==> src/rtl/usb_sie_rx_if.sv <==
// usb_sie_rx_if: UTMI receive byte stream from the UTM to the SIE receive decoder.
//   rx_active : receive in progress (SYNC seen until EOP)
//   rx_valid  : rx_data carries a valid byte this cycle
//   rx_error  : bit-stuff, EOP or alignment error reported by the UTM
//   rx_data   : received byte, LSB first on the wire
// master = UTM side (drives the stream), slave = SIE side (consumes it).
interface usb_sie_rx_if;
    logic       rx_active;
    logic       rx_valid;
    logic       rx_error;
    logic [7:0] rx_data;

    modport master (output rx_active, output rx_valid, output rx_error, output rx_data);
    modport slave  (input  rx_active, input  rx_valid, input  rx_error, input  rx_data);
endinterface

==> src/rtl/usb_sie_rx.sv <==
// usb_sie_rx: receive-side packet decoder of the USB FS Serial Interface Engine.
// Consumes the UTMI receive byte stream, checks the PID, extracts token and SOF
// fields, checks CRC5/CRC16, strips the CRC bytes from data payloads and issues
// one end-of-packet status pulse per packet.
//
// Ports:
//   clk, rst          clock, synchronous active-high reset
//   utmi              UTMI receive stream (slave modport)
//   pid               PID[3:0] of the current/last packet
//   addr, endp        token address / endpoint
//   frame_num         SOF frame number
//   tok_valid         pulse: good IN/OUT/SETUP token
//   sof_valid         pulse: good SOF
//   hs_valid          pulse: good ACK/NAK/STALL
//   pl_data, pl_valid payload byte stream (CRC bytes never forwarded)
//   pkt_end, pkt_ok   end-of-packet pulse and its "fully valid" qualifier
//   err_pid, err_crc, err_len, err_rx   per-packet sticky error flags
//
// state   | meaning
// --------+--------------------------------------------------------------
// S_IDLE  | waiting for rx_active to rise
// S_PID   | packet open, waiting for the PID byte
// S_TOK   | collecting the two token/SOF bytes, CRC5 running
// S_DATA  | collecting payload + CRC16 bytes, 2-byte delay line
// S_EXTRA | packet body complete; any further byte is a length error
module usb_sie_rx #(
    parameter int MAX_DATA_LEN = 1023
) (
    input  logic         clk,
    input  logic         rst,
    usb_sie_rx_if.slave  utmi,
    output logic [3:0]   pid,
    output logic [6:0]   addr,
    output logic [3:0]   endp,
    output logic [10:0]  frame_num,
    output logic         tok_valid,
    output logic         sof_valid,
    output logic         hs_valid,
    output logic [7:0]   pl_data,
    output logic         pl_valid,
    output logic         pkt_end,
    output logic         pkt_ok,
    output logic         err_pid,
    output logic         err_crc,
    output logic         err_len,
    output logic         err_rx
);

    localparam int              CW      = $clog2(MAX_DATA_LEN + 4);
    localparam logic [CW-1:0]   CNT_LIM = CW'(MAX_DATA_LEN + 2);

    localparam logic [3:0] PID_OUT   = 4'b0001;
    localparam logic [3:0] PID_IN    = 4'b1001;
    localparam logic [3:0] PID_SOF   = 4'b0101;
    localparam logic [3:0] PID_SETUP = 4'b1101;
    localparam logic [3:0] PID_DATA0 = 4'b0011;
    localparam logic [3:0] PID_DATA1 = 4'b1011;
    localparam logic [3:0] PID_ACK   = 4'b0010;
    localparam logic [3:0] PID_NAK   = 4'b1010;
    localparam logic [3:0] PID_STALL = 4'b1110;

    localparam logic [4:0]  CRC5_RES  = 5'b01100;
    localparam logic [15:0] CRC16_RES = 16'h800D;

    typedef enum logic [2:0] {S_IDLE, S_PID, S_TOK, S_DATA, S_EXTRA} state_t;

    state_t          st, st_nxt;
    logic            act_d;
    logic [CW-1:0]   cnt;
    logic [4:0]      crc5;
    logic [15:0]     crc16;
    logic [7:0]      b1;
    logic [7:0]      d0, d1;

    logic            rise, acc, pid_byte, eop, in_pkt;
    logic            pid_bad, len_bad, crc16_bad, eop_ok;
    logic [4:0]      crc5_nxt;
    logic [15:0]     crc16_nxt;

    function automatic logic is_tok(input logic [3:0] p);
        return (p == PID_OUT) || (p == PID_IN) || (p == PID_SETUP);
    endfunction

    function automatic logic is_data(input logic [3:0] p);
        return (p == PID_DATA0) || (p == PID_DATA1);
    endfunction

    function automatic logic is_hs(input logic [3:0] p);
        return (p == PID_ACK) || (p == PID_NAK) || (p == PID_STALL);
    endfunction

    function automatic state_t pid_next(input logic [3:0] p, input logic bad);
        if (bad)
            return S_EXTRA;
        else if (is_tok(p) || (p == PID_SOF))
            return S_TOK;
        else if (is_data(p))
            return S_DATA;
        else
            return S_EXTRA;
    endfunction

    // Serial CRCs with the register MSB aligned to the polynomial top term;
    // bits are fed LSB first, matching wire order.
    function automatic logic [4:0] crc5_byte(input logic [4:0] c, input logic [7:0] d);
        logic [4:0] r;
        r = c;
        for (int i = 0; i < 8; i++) begin
            if (d[i] ^ r[4])
                r = {r[3:0], 1'b0} ^ 5'h05;
            else
                r = {r[3:0], 1'b0};
        end
        return r;
    endfunction

    function automatic logic [15:0] crc16_byte(input logic [15:0] c, input logic [7:0] d);
        logic [15:0] r;
        r = c;
        for (int i = 0; i < 8; i++) begin
            if (d[i] ^ r[15])
                r = {r[14:0], 1'b0} ^ 16'h8005;
            else
                r = {r[14:0], 1'b0};
        end
        return r;
    endfunction

    assign rise     = utmi.rx_active & ~act_d;
    assign acc      = utmi.rx_valid & utmi.rx_active;
    // A PID byte arriving in the same cycle as the rx_active rise is still decoded.
    assign pid_byte = acc && ((st == S_PID) || ((st == S_IDLE) && rise));
    assign eop      = (st != S_IDLE) && !utmi.rx_active;
    assign in_pkt   = (st != S_IDLE) || rise;

    assign crc5_nxt  = crc5_byte(crc5, utmi.rx_data);
    assign crc16_nxt = crc16_byte(crc16, utmi.rx_data);

    always_ff @(posedge clk) begin
        if (rst)
            st <= S_IDLE;
        else
            st <= st_nxt;
    end

    always_comb begin
        st_nxt    = st;
        pid_bad   = (utmi.rx_data[7:4] != ~utmi.rx_data[3:0]) ||
                    !(is_tok(utmi.rx_data[3:0]) || (utmi.rx_data[3:0] == PID_SOF) ||
                      is_data(utmi.rx_data[3:0]) || is_hs(utmi.rx_data[3:0]));
        len_bad   = 1'b0;
        crc16_bad = 1'b0;

        case (st)
            S_IDLE: begin
                if (rise)
                    st_nxt = pid_byte ? pid_next(utmi.rx_data[3:0], pid_bad) : S_PID;
            end
            S_PID: begin
                len_bad = 1'b1;
                if (!utmi.rx_active)
                    st_nxt = S_IDLE;
                else if (acc)
                    st_nxt = pid_next(utmi.rx_data[3:0], pid_bad);
            end
            S_TOK: begin
                len_bad = 1'b1;
                if (!utmi.rx_active)
                    st_nxt = S_IDLE;
                else if (acc && (cnt == CW'(1)))
                    st_nxt = S_EXTRA;
            end
            S_DATA: begin
                len_bad   = (cnt < CW'(2));
                crc16_bad = (cnt >= CW'(2)) && (crc16 != CRC16_RES);
                if (!utmi.rx_active)
                    st_nxt = S_IDLE;
            end
            S_EXTRA: begin
                if (!utmi.rx_active)
                    st_nxt = S_IDLE;
            end
            default: st_nxt = S_IDLE;
        endcase

        eop_ok = !(err_pid || err_crc || err_len || err_rx || len_bad || crc16_bad ||
                   utmi.rx_error);
    end

    always_ff @(posedge clk) begin
        if (rst) begin
            // act_d resets high so a packet already in flight at reset release is ignored.
            act_d     <= 1'b1;
            cnt       <= '0;
            crc5      <= 5'h1F;
            crc16     <= 16'hFFFF;
            b1        <= '0;
            d0        <= '0;
            d1        <= '0;
            pid       <= '0;
            addr      <= '0;
            endp      <= '0;
            frame_num <= '0;
            tok_valid <= 1'b0;
            sof_valid <= 1'b0;
            hs_valid  <= 1'b0;
            pl_data   <= '0;
            pl_valid  <= 1'b0;
            pkt_end   <= 1'b0;
            pkt_ok    <= 1'b0;
            err_pid   <= 1'b0;
            err_crc   <= 1'b0;
            err_len   <= 1'b0;
            err_rx    <= 1'b0;
        end else begin
            act_d     <= utmi.rx_active;
            tok_valid <= 1'b0;
            sof_valid <= 1'b0;
            hs_valid  <= 1'b0;
            pl_valid  <= 1'b0;
            pkt_end   <= 1'b0;
            pkt_ok    <= 1'b0;

            if (rise) begin
                err_pid <= 1'b0;
                err_crc <= 1'b0;
                err_len <= 1'b0;
                err_rx  <= 1'b0;
            end

            if (pid_byte) begin
                pid     <= utmi.rx_data[3:0];
                err_pid <= pid_bad;
                cnt     <= '0;
                crc5    <= 5'h1F;
                crc16   <= 16'hFFFF;
            end

            if (acc && (st == S_TOK)) begin
                crc5 <= crc5_nxt;
                cnt  <= cnt + CW'(1);
                if (cnt == '0) begin
                    b1 <= utmi.rx_data;
                end else begin
                    if (is_tok(pid)) begin
                        addr <= b1[6:0];
                        endp <= {utmi.rx_data[2:0], b1[7]};
                    end else begin
                        frame_num <= {utmi.rx_data[2:0], b1};
                    end
                    if (crc5_nxt != CRC5_RES)
                        err_crc <= 1'b1;
                end
            end

            if (acc && (st == S_DATA)) begin
                crc16 <= crc16_nxt;
                if (cnt <= CNT_LIM)
                    cnt <= cnt + CW'(1);
                if (cnt >= CNT_LIM) begin
                    // Overlong packet: CRC keeps running but the byte is dropped.
                    err_len <= 1'b1;
                end else begin
                    d0 <= utmi.rx_data;
                    d1 <= d0;
                    if (cnt >= CW'(2)) begin
                        pl_data  <= d1;
                        pl_valid <= 1'b1;
                    end
                end
            end

            if (acc && (st == S_EXTRA))
                err_len <= 1'b1;

            if (eop) begin
                pkt_end   <= 1'b1;
                pkt_ok    <= eop_ok;
                tok_valid <= eop_ok && is_tok(pid);
                sof_valid <= eop_ok && (pid == PID_SOF);
                hs_valid  <= eop_ok && is_hs(pid);
                if (len_bad)
                    err_len <= 1'b1;
                if (crc16_bad)
                    err_crc <= 1'b1;
            end

            if (utmi.rx_error && in_pkt)
                err_rx <= 1'b1;
        end
    end

endmodule

==> src/flat_wrapper.sv <==
// flat-port wrapper written by rule: the top's interface ports become plain ports
module usb_sie_rx_flat 
#(
    parameter int MAX_DATA_LEN = 1023
)
  (clk, rst, pid, addr, endp, frame_num, tok_valid, sof_valid, hs_valid, pl_data, pl_valid, pkt_end, pkt_ok, err_pid, err_crc, err_len, err_rx, utmi_rx_active, utmi_rx_valid, utmi_rx_error, utmi_rx_data);
  usb_sie_rx_if utmi_i ();
  input  logic clk;
  input  logic rst;
  output logic [3:0] pid;
  output logic [6:0] addr;
  output logic [3:0] endp;
  output logic [10:0] frame_num;
  output logic tok_valid;
  output logic sof_valid;
  output logic hs_valid;
  output logic [7:0] pl_data;
  output logic pl_valid;
  output logic pkt_end;
  output logic pkt_ok;
  output logic err_pid;
  output logic err_crc;
  output logic err_len;
  output logic err_rx;
  input wire logic [$bits(utmi_i.rx_active)-1:0] utmi_rx_active;
  input wire logic [$bits(utmi_i.rx_valid)-1:0] utmi_rx_valid;
  input wire logic [$bits(utmi_i.rx_error)-1:0] utmi_rx_error;
  input wire logic [$bits(utmi_i.rx_data)-1:0] utmi_rx_data;
  assign utmi_i.rx_active = utmi_rx_active;
  assign utmi_i.rx_valid = utmi_rx_valid;
  assign utmi_i.rx_error = utmi_rx_error;
  assign utmi_i.rx_data = utmi_rx_data;
  usb_sie_rx #(.MAX_DATA_LEN(MAX_DATA_LEN)) u_core (.clk(clk), .rst(rst), .utmi(utmi_i), .pid(pid), .addr(addr), .endp(endp), .frame_num(frame_num), .tok_valid(tok_valid), .sof_valid(sof_valid), .hs_valid(hs_valid), .pl_data(pl_data), .pl_valid(pl_valid), .pkt_end(pkt_end), .pkt_ok(pkt_ok), .err_pid(err_pid), .err_crc(err_crc), .err_len(err_len), .err_rx(err_rx));
endmodule
==> config.mk <==
export PLATFORM = sky130hd
export DESIGN_NAME = usb_sie_rx_flat
export DESIGN_NICKNAME = d
export VERILOG_FILES = /design/src/rtl/usb_sie_rx_if.sv /design/src/rtl/usb_sie_rx.sv /design/src/flat_wrapper.sv
export SDC_FILE = /design/constraint.sdc
export NUM_CORES = 1
export LEC_CHECK = 0
export BUFFER_PORTS_ARGS = -buffer_cell sky130_fd_sc_hd__buf_4
export CAP_MARGIN = 25
export CORE_ASPECT_RATIO = 0.5
export CORE_UTILIZATION = 56
export DETAILED_ROUTE_END_ITERATION = 6
export PLACE_DENSITY = 0.89
export SLEW_MARGIN = 20
export SYNTH_ARGS = -nofsm -noshare
export SYNTH_HDL_FRONTEND = slang
export SYNTH_SLANG_ARGS = --single-unit
==> constraint.sdc <==
create_clock -name clk -period 3 [get_ports clk]
set_clock_uncertainty 0.2 [all_clocks]
set_input_delay 0.45 -clock clk [delete_from_list [all_inputs] [get_ports clk]]
set_output_delay 0.45 -clock clk [all_outputs]
set_load 0.03 [all_outputs]
# Yosys cells after proc, flatten, opt, wreduce, memory -nomap -nowiden
# Index checks and enable logic that the tools add are counted.
# op_classes
bitwise	41
mux	54
reduce_logical	53
add_sub_neg	1
order_cmp	4
eq_ne	28
# ops
cell	count
16-bit two-way mux	10
3-bit two-way mux	18
11-bit two-way mux	4
4-bit == test (second input constant)	9
3-bit inverter	8
1-bit logical OR	21
1-bit two-way mux	18
16-bit != test (second input constant)	1
2-bit inverter	8
1-bit XOR	16
4-bit by 2-bit == test with 1-bit output (second input constant)	3
1-bit logical AND	12
3-bit one-hot mux with 4 select lines	1
11-bit by 1-bit adder with 11-bit output (second input constant)	1
11-bit by 1-bit == test with 1-bit output (second input constant)	1
11-bit greater-or-equal comparator (second input constant)	1
11-bit by 2-bit greater-or-equal comparator with 1-bit output (second input constant)	1
11-bit <= comparator (second input constant)	1
11-bit logical NOT	1
11-bit by 2-bit < comparator with 1-bit output (second input constant)	1
5-bit two-way mux	2
3-bit AND reduction	3
4-bit by 1-bit == test with 1-bit output (second input constant)	2
4-bit by 3-bit == test with 1-bit output (second input constant)	2
20 further kinds	36
# word_totals
input_bits	13
regBits	104
output_inout_bits	44

# Depth between registers and ports, before layout
# Gate-level depths: netlist of run 1.
# logic_depth
depth_word	22
mapped_depth	9

# Worst setup path after synthesis of run 1
# No wires, ideal clock.
# synth_path
path_kind	register to register
from	register u_core.cnt[1]
to	register u_core.pl_data[0]
synth_period_minus_slack_ps	2467
stages_incl_launch_ff	10
path_buffers	1
setup_slack_ps	533
setup_ps	128
arrival_ps	2139
required_ps	2672
cell_sequence	dfxtp_1 > inv_1 > ha_1 > or3_1 > or3_4 > a21oi_4 > and2_1 > buf_6 > mux2i_1 > nor2_1
# synth_between
elab_chain_len	3
# synth_rtl
item	line_no	text
start, declared	usb_sie_rx.sv:69	logic [CW-1:0] cnt;
start signal, assigned	usb_sie_rx.sv:241	cnt <= cnt + CW'(1);
start signal, assigned	usb_sie_rx.sv:259	cnt <= cnt + CW'(1);
11-bit greater-or-equal comparator	usb_sie_rx.sv:260	if (cnt >= CNT_LIM) begin
1-bit inverter (no line)	--	
3-bit AND reduction (no line) (*)	--	
end signal, assigned	usb_sie_rx.sv:207	pl_data <= '0;
end signal, assigned	usb_sie_rx.sv:267	pl_data <= d1;
end, declared	usb_sie_rx.sv:39	output logic [7:0] pl_data,
# Mark *: on every way between the ends. The rest lies on a longest branch, timed or not.
# A chain may end at the register's enable or synchronous reset.

# Final worst setup path of run 1
# layout_path
from	register u_core.cnt[1]
to	register u_core.pl_data[5]
# Same word-level chain as after synthesis.

==> results by group, run 1 <==
Final layout
  – Nets: 568
  – Layout cells sized above 1: 0.173
  – ANT cells: 0
  – Design area: 5410 µm²
  – P&R area growth vs syn: 16.0%
  – Final Util: 0.674

Power
  – Clock share of power: 0.430
  – Design Power: 2780 µW
  – Combinational share of power: 0.070
  – Worst IR Drop VDD: 431 µV
  – Leakage: 0.00221 µW
  – Net Sw Frac: 0.237
  – Power Density: 513 nW/µm²
  – Reg power frac: 0.500
  – P_int: 2120 µW
  – Net Switching: 658 µW

Die
  – Starting density of the core: 0.581
  – Die Width: 131 µm
  – Die area: 8730 µm²
  – Core Region: 8030 µm²
  – IO Count: 57
  – Row count: 23
  – Die Ht: 66.6 µm

Synth
  – Count leader, synth: dfxtp_1
  – Sequential fraction of the synthesis area: 0.446
  – Syn Nets: 532
  – Post-synth top area share: 0.446
  – Synthesis Warnings: 0
  – Ys flop type: dfxtp_1
  – EDFF count, synth: 0
  – Synth top area cells: dfxtp_1, mux2i_1, nor2_1
  – Post-Synthesis Cells: 515
  – Distinct cell type count after synthesis: 50
  – FF+latch count, synth: 104
  – Synth area leader: dfxtp_1
  – Avg Cell Area, Syn: 9.06 µm²
  – Area of the mapped netlist: 4670 µm²
  – Asr flop ratio synth: 0
  – Most instantiated cells after synthesis: dfxtp_1, nor2_1, mux2i_1

Global routing
  – Pin count of the biggest net entering global routing: 67
  – First-pass GRT wire length: 16300 µm
  – GRT Overall Usage: 0.239
  – Vias in the first global route: 3483
  – Initial antenna violation count: 0
  – Congestion Overflow GR: 0

Worst setup path
  – Worst EP arrival: 2.81 ns
  – R2R setup slack: 0.20 ns
  – Worst endpoint required time: 3.02 ns
  – Crit path max fanout: 9
  – CP Capture Type: register
  – WS Path Type: reg -> reg
  – Critical path launch point type: register

Run status
  – Outcome: complete, no violations

Timing
  – Fin crit period: 2.80 ns
  – Setup TNS Final: 0 ns
  – Max Freq: 357 MHz
  – Slew margin rel.: 0.617
  – Slew Viols, Final: 0
  – Crit share post-route: 0.933
  – Slew @ Worst Pin: 0.574 ns
  – Fin. Hold Viols: 0
  – RSZ-0062 raised after global routing: false
  – Final setup vio count: 0

Detailed routing
  – Via Count: 3722
  – # DRC: 0
  – Detailed Routing Iterations Pass 1: 5
  – DR iter-0 viols: 254
  – Antenna-violating nets left: 0
  – Via-to-Cell Ratio: 5.57
  – Routed len/inst: 15.3 µm
  – Final wirelength: 10200 µm

Job
  – Max-Cap Viols: 0

Clocking
  – CTS Buffer Depth: 2
  – Root Driver: clkbuf_16
  – # hold bufs at CTS: 0
  – Clock Sinks: 104
  – Clk pin slew, worst setup/hold paths: 0.07 ns
  – Worst skew pair latency: 0.35 ns
  – Post-CTS setup buffer count: 0
  – CTS tree: yes
  – Max H-tree Level: 3
  – Post-cts resize count: 0
  – CTS buffer count: 9

Placement
  – Post-DP Area: 5110 µm²
  – RePlAce Congestion: 0.857
  – Dpl hpwl: 6720 µm
  – Port-buffer cells: 56

Min path
  – Hold Path Class: in -> reg
## critical path: stages (launching register included)
cell and delay, ns:
dfxtp_1 0.46, inv_1 0.11, ha_1 0.22, or3_1 0.30, or3_4 0.36, a21oi_4 0.15
and2_1 0.49, mux2i_1 0.28, nor2_1 0.07
## routing by layer
metal  global-route usage  part of all wire  vias to the layer above
li1                     -                 -                     1827
met1                0.291              0.46                     1763
met2                0.412              0.47                      111
met3               0.0715             0.051                       21
met4               0.0750             0.016                        0
met5                    0                 0                        -
## worst paths after layout
path	end	startpoint	depth (start not counted)
worst max-delay path	u_core.pl_data[5]	u_core.cnt[1]	8
worst min-delay path	u_core.act_d	utmi_rx_active	2
worst max register to register	u_core.pl_data[5]	u_core.cnt[1]	8
worst min register to register	u_core.frame_num[8]	u_core.frame_num[8]	2
## layout by cell type, fill, tap and decap left out, types with 2 or more instances in the layout
cell type,instances
dfxtp_1,104
nor2_1,78
buf_4,62
mux2i_1,52
a21oi_1,31
nand2_1,25
xnor2_1,22
nand2b_1,21
xor2_1,18
o22ai_1,16
o21ai_0,14
nand3_1,10
clkbuf_16,9
or3b_2,8
inv_1,7
and3_1,7
or2_2,6
or3_1,6
nor2b_1,5
nand4_1,5
ha_1,4
nand3b_1,3
a31oi_1,3
nor4b_1,3
inv_6,3
or4_4,2
nor3_1,2
nor3b_1,2
nor4_1,2
or4_1,2
a21o_1,2
## power groups by stage
stage / Clock, µW / Combinational (µW) / Sequential, µW
2_1_floorplan: 0 / 141 / 1420
5_1_grt: 1260 / 207 / 1390
4_1_cts: 1210 / 192 / 1390
6_report: 1190 / 195 / 1390
3_3_place_gp: 0 / 185 / 1420
3_5_place_dp: 0 / 189 / 1420
## through the flow
step	std cells	setup WS [ns]	hold WS (ns)
finish	668	0.202	0.192
global placement	652	0.389	0.249
CTS	668	0.222	0.176
detailed placement	652	0.234	0.254
floorplan	515	0.533	0.260
global route	668	0.0898	0.193
## cells by family after synthesis
family,after synthesis,synth area share
buffers and inverters,44,0.0402
XOR/XNOR,41,0.0799
multiplexers,52,0.111
adder cells (fa/ha/maj),4,0.0107
AO/OA/AOI/OAI,76,0.0970
flip-flops,104,0.446
AND/OR/NAND/NOR,194,0.215
## cell type report
type                            instances  area (µm²)
Sequential cell                       104        2080
Fill cell                             601        2620
Clock inverter                          6        72.6
Clock buffer                           10         229
Inverter                                7        26.3
Timing Repair Buffer                   62         465
Multi-Input combinational cell        367        2400
Tap cell                              112         140
## registers in the layout, indices dropped and copies added (netlist names), 3 cells and up
name,cells
u_core.d1,8
u_core.crc5,5
u_core.d0,8
u_core.pl_data,8
u_core.pid,4
u_core.cnt,11
u_core.endp,4
u_core.st,3
u_core.crc16,16
u_core.frame_num,11
u_core.addr,7
u_core.b1,8
Power figures use the tool's default switching activity.
==> run 2: changes to the inputs <==
Settings changed: GPL_TIMING_DRIVEN set to 0, MAX_ROUTING_LAYER set to met4, PLACE_DENSITY 0.89 to 0.78.
==> run 2 against run 1 <==
Against the previous run: final cell count up 3.1%; sequential power about the same; sequential share of layout area down 0.24 points.
==> results by group, run 2 (synthesis gave the netlist of run 1 again) <==
Power
  – Power Density: 500 nW/µm² (-2.5%)
  – Leakage: 0.00221 µW (-0.26%)
  – Worst IR Drop VDD: 355 µV (-18%)

Clocking
  – Max H-tree Level: 3 (unchanged)
  – Root Driver: clkbuf_16
  – CTS Buffer Depth: 2 (unchanged)
  – CTS tree: yes
  – Clk pin slew, worst setup/hold paths: 0.07 ns (about the same)
  – Post-CTS setup buffer count: 0 (unchanged)
  – Worst skew pair latency: 0.36 ns (about the same)
  – Clock Sinks: 104 (unchanged)
  – CTS buffer count: 9 (unchanged)

Placement
  – RePlAce Congestion: 0.896 (+4.5%)
  – Port-buffer cells: 47 (-16%)
  – Pre-CTS setup slack: 0.186 ns (-0.0477 ns)
  – Dpl cells: 674 (+3.4%)
  – Post-DP Area: 5160 µm² (+0.95%)
  – Dpl hpwl: 7390 µm (+9.9%)

Detailed routing
  – Via Count: 3792 (+1.9%)
  – M1 WL: 5180 µm (+9.8%)
  – DR iter-0 viols: 258 (+1.6%)
  – Final wirelength: 10800 µm (+5.9%)
  – Detailed Routing Iterations Pass 1: 4 (-1)
  – # DRC: 0 (unchanged)
  – Max layer used: met4
  – Via-to-Cell Ratio: 5.50 (-1.2%)
  – Routed len/inst: 15.7 µm (+2.7%)
  – Antenna-violating nets left: 0 (unchanged)
  – Met2 WL: 4900 µm (+2.1%)
  – Detail Route met3 WL: 543 µm (+5.4%)

Worst setup path
  – Largest stage delay on the critical path: 0.47 ns (-0.02 ns)
  – R2R setup slack: 0.21 ns (about the same)
  – Critical Path, Cell by Cell: inv_1 > ha_1 > or3_1 > or3_4 > a21oi_4 > and2_1 > buf_6 > mux2i_1 > nor2_1
  – Crit path max fanout: 9 (unchanged)
  – Worst endpoint required time: 3.02 ns (about the same)
  – CP Capture Type: register
  – FF-to-FF path depth: 9 (+1)
  – CP max stage cell: dfxtp_1
  – Critical path launch point type: register
  – Worst EP arrival: 2.80 ns (about the same)
  – WS Path Type: reg -> reg

Timing
  – Post-route setup slack: 0.214 ns (+0.0117 ns)
  – RSZ-0062 raised after global routing: false
  – Setup TNS Final: 0 ns (unchanged)
  – Crit share post-route: 0.929 (-0.00392)
  – Slew margin rel.: 0.546 (-0.0710)
  – Slew Viols, Final: 0 (unchanged)
  – Max Freq: 359 MHz (+0.42%)
  – Fin. Hold Viols: 0 (unchanged)
  – Slew @ Worst Pin: 0.682 ns (+0.108 ns)
  – Fin crit period: 2.79 ns (-0.0117 ns)
  – Final setup vio count: 0 (unchanged)

Final layout
  – Design area: 5450 µm² (+0.62%)
  – Most common cell after layout, fill and taps aside: dfxtp_1
  – Post-Layout Cell Count: 689 (+3.1%)
  – Max reg flops: 16 (unchanged)
  – Regs by FF count: u_core.crc16: 16 flops, u_core.cnt: 11 flops, u_core.frame_num: 11 flops
  – P&R area growth vs syn: 16.7%
  – Filler instances: 665 (+11%)
  – Register area: 2080 µm² (unchanged)
  – ANT cells: 0 (unchanged)
  – Nets: 589 (+3.7%)
  – Multi-input combinational cell area: 2400 µm² (+0.16%)
  – Layout cells sized above 1: 0.159 (-0.0132)
  – Reg with most FFs: u_core.crc16
  – Most frequent cells in the layout: dfxtp_1, nor2_1, mux2i_1
  – Final Util: 0.679 (+0.00421)

Min path
  – Hold Path Class: in -> reg
  – Hold Path Depth: 3 (+1)

Die
  – Core Region: 8030 µm² (unchanged)
  – Die Width: 131 µm (unchanged)
  – Die Ht: 66.6 µm (unchanged)
  – Die area: 8730 µm² (unchanged)
  – Starting density of the core: 0.581 (unchanged)
  – IO Count: 57 (unchanged)
  – Row count: 23 (unchanged)

Global routing
  – Vias in the first global route: 3359 (-3.6%)
  – Initial antenna violation count: 0 (unchanged)
  – GRT Overall Usage: 0.261 (+0.0219)
  – First-pass GRT wire length: 17000 µm (+3.9%)
  – Pin count of the biggest net entering global routing: 20 (-70%)
  – Congestion Overflow GR: 0 (unchanged)

Run status
  – Outcome: complete, no violations

Job
  – Max-Cap Viols: 0 (unchanged)
[run 2: changes by cell type in the layout (fill, tap and decap cells not counted)]
cell | previous run | this run
clkbuf_1 | 1 | 27
a21oi_2 | 0 | 1
bufinv_16 | 1 | 0
a21oi_1 | 31 | 30
inv_8 | 0 | 2
buf_4 | 62 | 49
clkinv_2 | 0 | 1
inv_6 | 3 | 2
buf_6 | 0 | 1
buf_2 | 0 | 6
[run 2: worst paths after layout]
| check | from | end |
|---|---|---|
| setup / recovery | u_core.cnt[1] | u_core.pl_data[7] |
| hold / removal | utmi_rx_error | u_core.err_rx |
| setup reg to reg | u_core.cnt[1] | u_core.pl_data[7] |
| hold reg to reg | u_core.frame_num[10] | u_core.frame_num[10] |
[run 2: where the power goes]
part / internal, µW / switching (µW) / total, µW
clock network: 581 / 560 / 1140
logic: 75.8 / 123 / 199
registers: 1380 / 3.20 / 1390
total: 2040 / 686 / 2730
[run 2: final cells by class]
cell class                      instances  area share
Tap cell                              112      0.0257
Timing Repair Buffer                   47      0.0648
Inverter                                7     0.00482
Clock inverter                          7      0.0113
Multi-Input combinational cell        367       0.441
Buffer                                 36      0.0289
Clock buffer                            9      0.0413
Sequential cell                       104       0.382
[run 2: layer usage]
metal | track usage | vias to the layer above
met5 | - | -
met4 | 0.0912 | 0
met3 | 0.0586 | 16
met2 | 0.395 | 91
met1 | 0.346 | 1816
li1 | - | 1869
[run 2: critical path: cells and delay by family (launching register included)]
kind	cells	cell delay, ns
compound gates	1	0.35
buf+inv	2	0.28
mux	1	0.19
simple gates	4	0.95
flops	1	0.47
fa+ha+maj	1	0.22
[run 2: repair_timing]
item | in CTS | in global routing
gates resized for setup | 0 | 1
setup endpoints to repair | 0 | 2
hold buffers | 0 | 0
[run 2: stage by stage]
stage	hold WS, ns	total power (µW)
finish	0.178	2730
global route	0.192	2810
CTS	0.175	2740
detailed placement	0.252	1620
global placement	0.248	1610
floorplan	0.260	1570
==> run 3: changes to the inputs <==
Settings changed: CORE_MARGIN set to 5.
==> run 3 against run 2 <==
Against the previous run: combinational power hardly changed; via count is 0.82% higher; clock power hardly changed; die area is 19% higher; non-clock buffer count is 1 higher; wire length is 2.4% higher; critical path type unchanged; largest cell class unchanged; largest power group unchanged.
==> results by group, run 3 (synthesis gave the netlist of run 1 again) <==
Final layout
  – Layout cells sized above 1: 0.157 (-0.00201)
  – Design area: 5450 µm² (about the same)
  – Most common cell after layout, fill and taps aside: dfxtp_1
  – Nets: 590 (+0.17%)
  – Regs by FF count: u_core.crc16: 16 flops, u_core.cnt: 11 flops, u_core.frame_num: 11 flops
  – Most frequent cells in the layout: dfxtp_1, nor2_1, mux2i_1
  – Reg with most FFs: u_core.crc16
  – Max reg flops: 16 (unchanged)
  – Filler instances: 678 (+2.0%)
  – Multi-input combinational cell area: 2400 µm² (unchanged)
  – Register area: 2080 µm² (unchanged)
  – ANT cells: 0 (unchanged)
  – P&R area growth vs syn: 16.8% (about the same)

Timing
  – Setup TNS Final: 0 ns (unchanged)
  – Slew margin rel.: 0.544 (-0.00167)
  – Post-route setup slack: 0.162 ns (-0.0522 ns)
  – Fin. Hold Viols: 0 (unchanged)
  – Crit share post-route: 0.946 (+0.0174)
  – Final setup vio count: 0 (unchanged)
  – Max Freq: 352 MHz (-1.8%)
  – Slew @ Worst Pin: 0.684 ns (+0.00250 ns)
  – Slew Viols, Final: 0 (unchanged)
  – RSZ-0062 raised after global routing: false
  – Fin crit period: 2.84 ns (+0.0522 ns)

Global routing
  – Initial antenna violation count: 0 (unchanged)
  – Pin count of the biggest net entering global routing: 20 (unchanged)
  – GRT Overall Usage: 0.224 (-0.0374)
  – Vias in the first global route: 3503 (+4.3%)
  – First-pass GRT wire length: 17700 µm (+4.3%)
  – Congestion Overflow GR: 0 (unchanged)

Die
  – Row count: 23 (unchanged)
  – Die Ht: 74.6 µm (+12%)
  – IO Count: 57 (unchanged)
  – Starting density of the core: 0.579 (-0.00208)
  – Die Width: 139 µm (+6.1%)
  – Core Region: 8060 µm² (+0.36%)
  – Die area: 10400 µm² (+19%)

Placement
  – Dpl hpwl: 7690 µm (+4.1%)
  – Port-buffer cells: 47 (unchanged)
  – Pre-CTS setup slack: 0.154 ns (-0.0323 ns)
  – RePlAce Congestion: 0.929 (+3.7%)
  – Post-DP Area: 5160 µm² (unchanged)

Power
  – Power Density: 499 nW/µm² (-0.21%)
  – Leakage: 0.00221 µW (about the same)
  – Worst IR Drop VDD: 306 µV (-14%)

Worst setup path
  – Critical path launch point type: register
  – WS Path Type: reg -> reg
  – CP max stage cell: dfxtp_1
  – Worst endpoint required time: 3.01 ns (about the same)
  – Largest stage delay on the critical path: 0.47 ns (about the same)
  – CP Capture Type: register
  – Buffers and inverters on the worst path: 2 (unchanged)
  – Crit path max fanout: 9 (unchanged)
  – Cell family with the largest share of critical-path delay: simple AND/OR/NAND/NOR gates
  – Critical Path, Cell by Cell: inv_1 > ha_1 > or3_1 > or3_4 > a21oi_4 > and2_1 > buf_6 > mux2i_1 > nor2_1
  – Worst EP arrival: 2.85 ns (+0.05 ns)

Detailed routing
  – Via-to-Cell Ratio: 5.54 (+0.67%)
  – Detailed Routing Iterations Pass 1: 5 (+1)
  – Routed len/inst: 16.0 µm (+2.2%)
  – Via Count: 3823 (+0.82%)
  – # DRC: 0 (unchanged)
  – Final wirelength: 11100 µm (+2.4%)
  – DR iter-0 viols: 286 (+11%)
  – Antenna-violating nets left: 0 (unchanged)

Clocking
  – # hold bufs at CTS: 0 (unchanged)
  – CTS Buffer Depth: 2 (unchanged)
  – CTS buffer count: 9 (unchanged)
  – Clock Sinks: 104 (unchanged)
  – CTS tree: yes
  – Clk pin slew, worst setup/hold paths: 0.07 ns (about the same)
  – Max H-tree Level: 3 (unchanged)
  – Worst skew pair latency: 0.35 ns (about the same)
  – Root Driver: clkbuf_16

Min path
  – Hold Path Class: in -> reg

Run status
  – Outcome: complete, no violations

Job
  – Max-Cap Viols: 0 (unchanged)
## run 3: metal layers
| metal | track usage | part of all wire | vias up |
|---|---|---|---|
| met5 | - | 0 | - |
| met4 | 0.0618 | 0.011 | 0 |
| met3 | 0.0456 | 0.060 | 10 |
| met2 | 0.349 | 0.45 | 102 |
| met1 | 0.300 | 0.48 | 1837 |
| li1 | - | - | 1874 |
## run 3: path summary, 6_finish.rpt
path,from,endpoint,slack (ns),depth (start not counted)
worst min register to register,u_core.frame_num[10],u_core.frame_num[10],0.26,2
worst min-delay path,utmi_rx_error,u_core.err_rx,0.18,3
worst max-delay path,u_core.cnt[1],u_core.pl_data[0],0.16,9
worst max register to register,u_core.cnt[1],u_core.pl_data[0],0.16,9
## run 3: layout make-up
class	count	area share
Buffer	37	0.0296
Timing Repair Buffer	47	0.0647
Sequential cell	104	0.382
Clock buffer	10	0.0420
Inverter	7	0.00482
Multi-Input combinational cell	367	0.441
Clock inverter	6	0.0103
Tap cell	112	0.0257
## run 3: through the flow
step,cells,hold slack [ns],utilization,power [µW]
2_1_floorplan,515,0.260,-,1570
3_3_place_gp,674,0.247,0.641,1610
3_5_place_dp,674,0.258,0.641,1620
4_1_cts,690,0.172,0.676,2740
5_1_grt,690,0.180,0.676,2810
6_report,690,0.179,0.676,2720
## run 3: tightest hold or removal path: cells and delay by family
family | cells | cell delay (ns)
buf+inv | 1 | 0.11
compound gates | 2 | 0.12
## run 3: where the power goes
group          internal [µW]  total [µW]  switching (µW)
registers               1380        1390            3.31
clock network            584        1130             549
logic                   76.0         202             126
total                   2040        2720             678
## run 3: timing repair
item | 4_1_cts | 5_1_grt
endpoints found under the setup margin | 0 | 8
gates resized for setup | 0 | 1
buffers inserted | 0 | 0
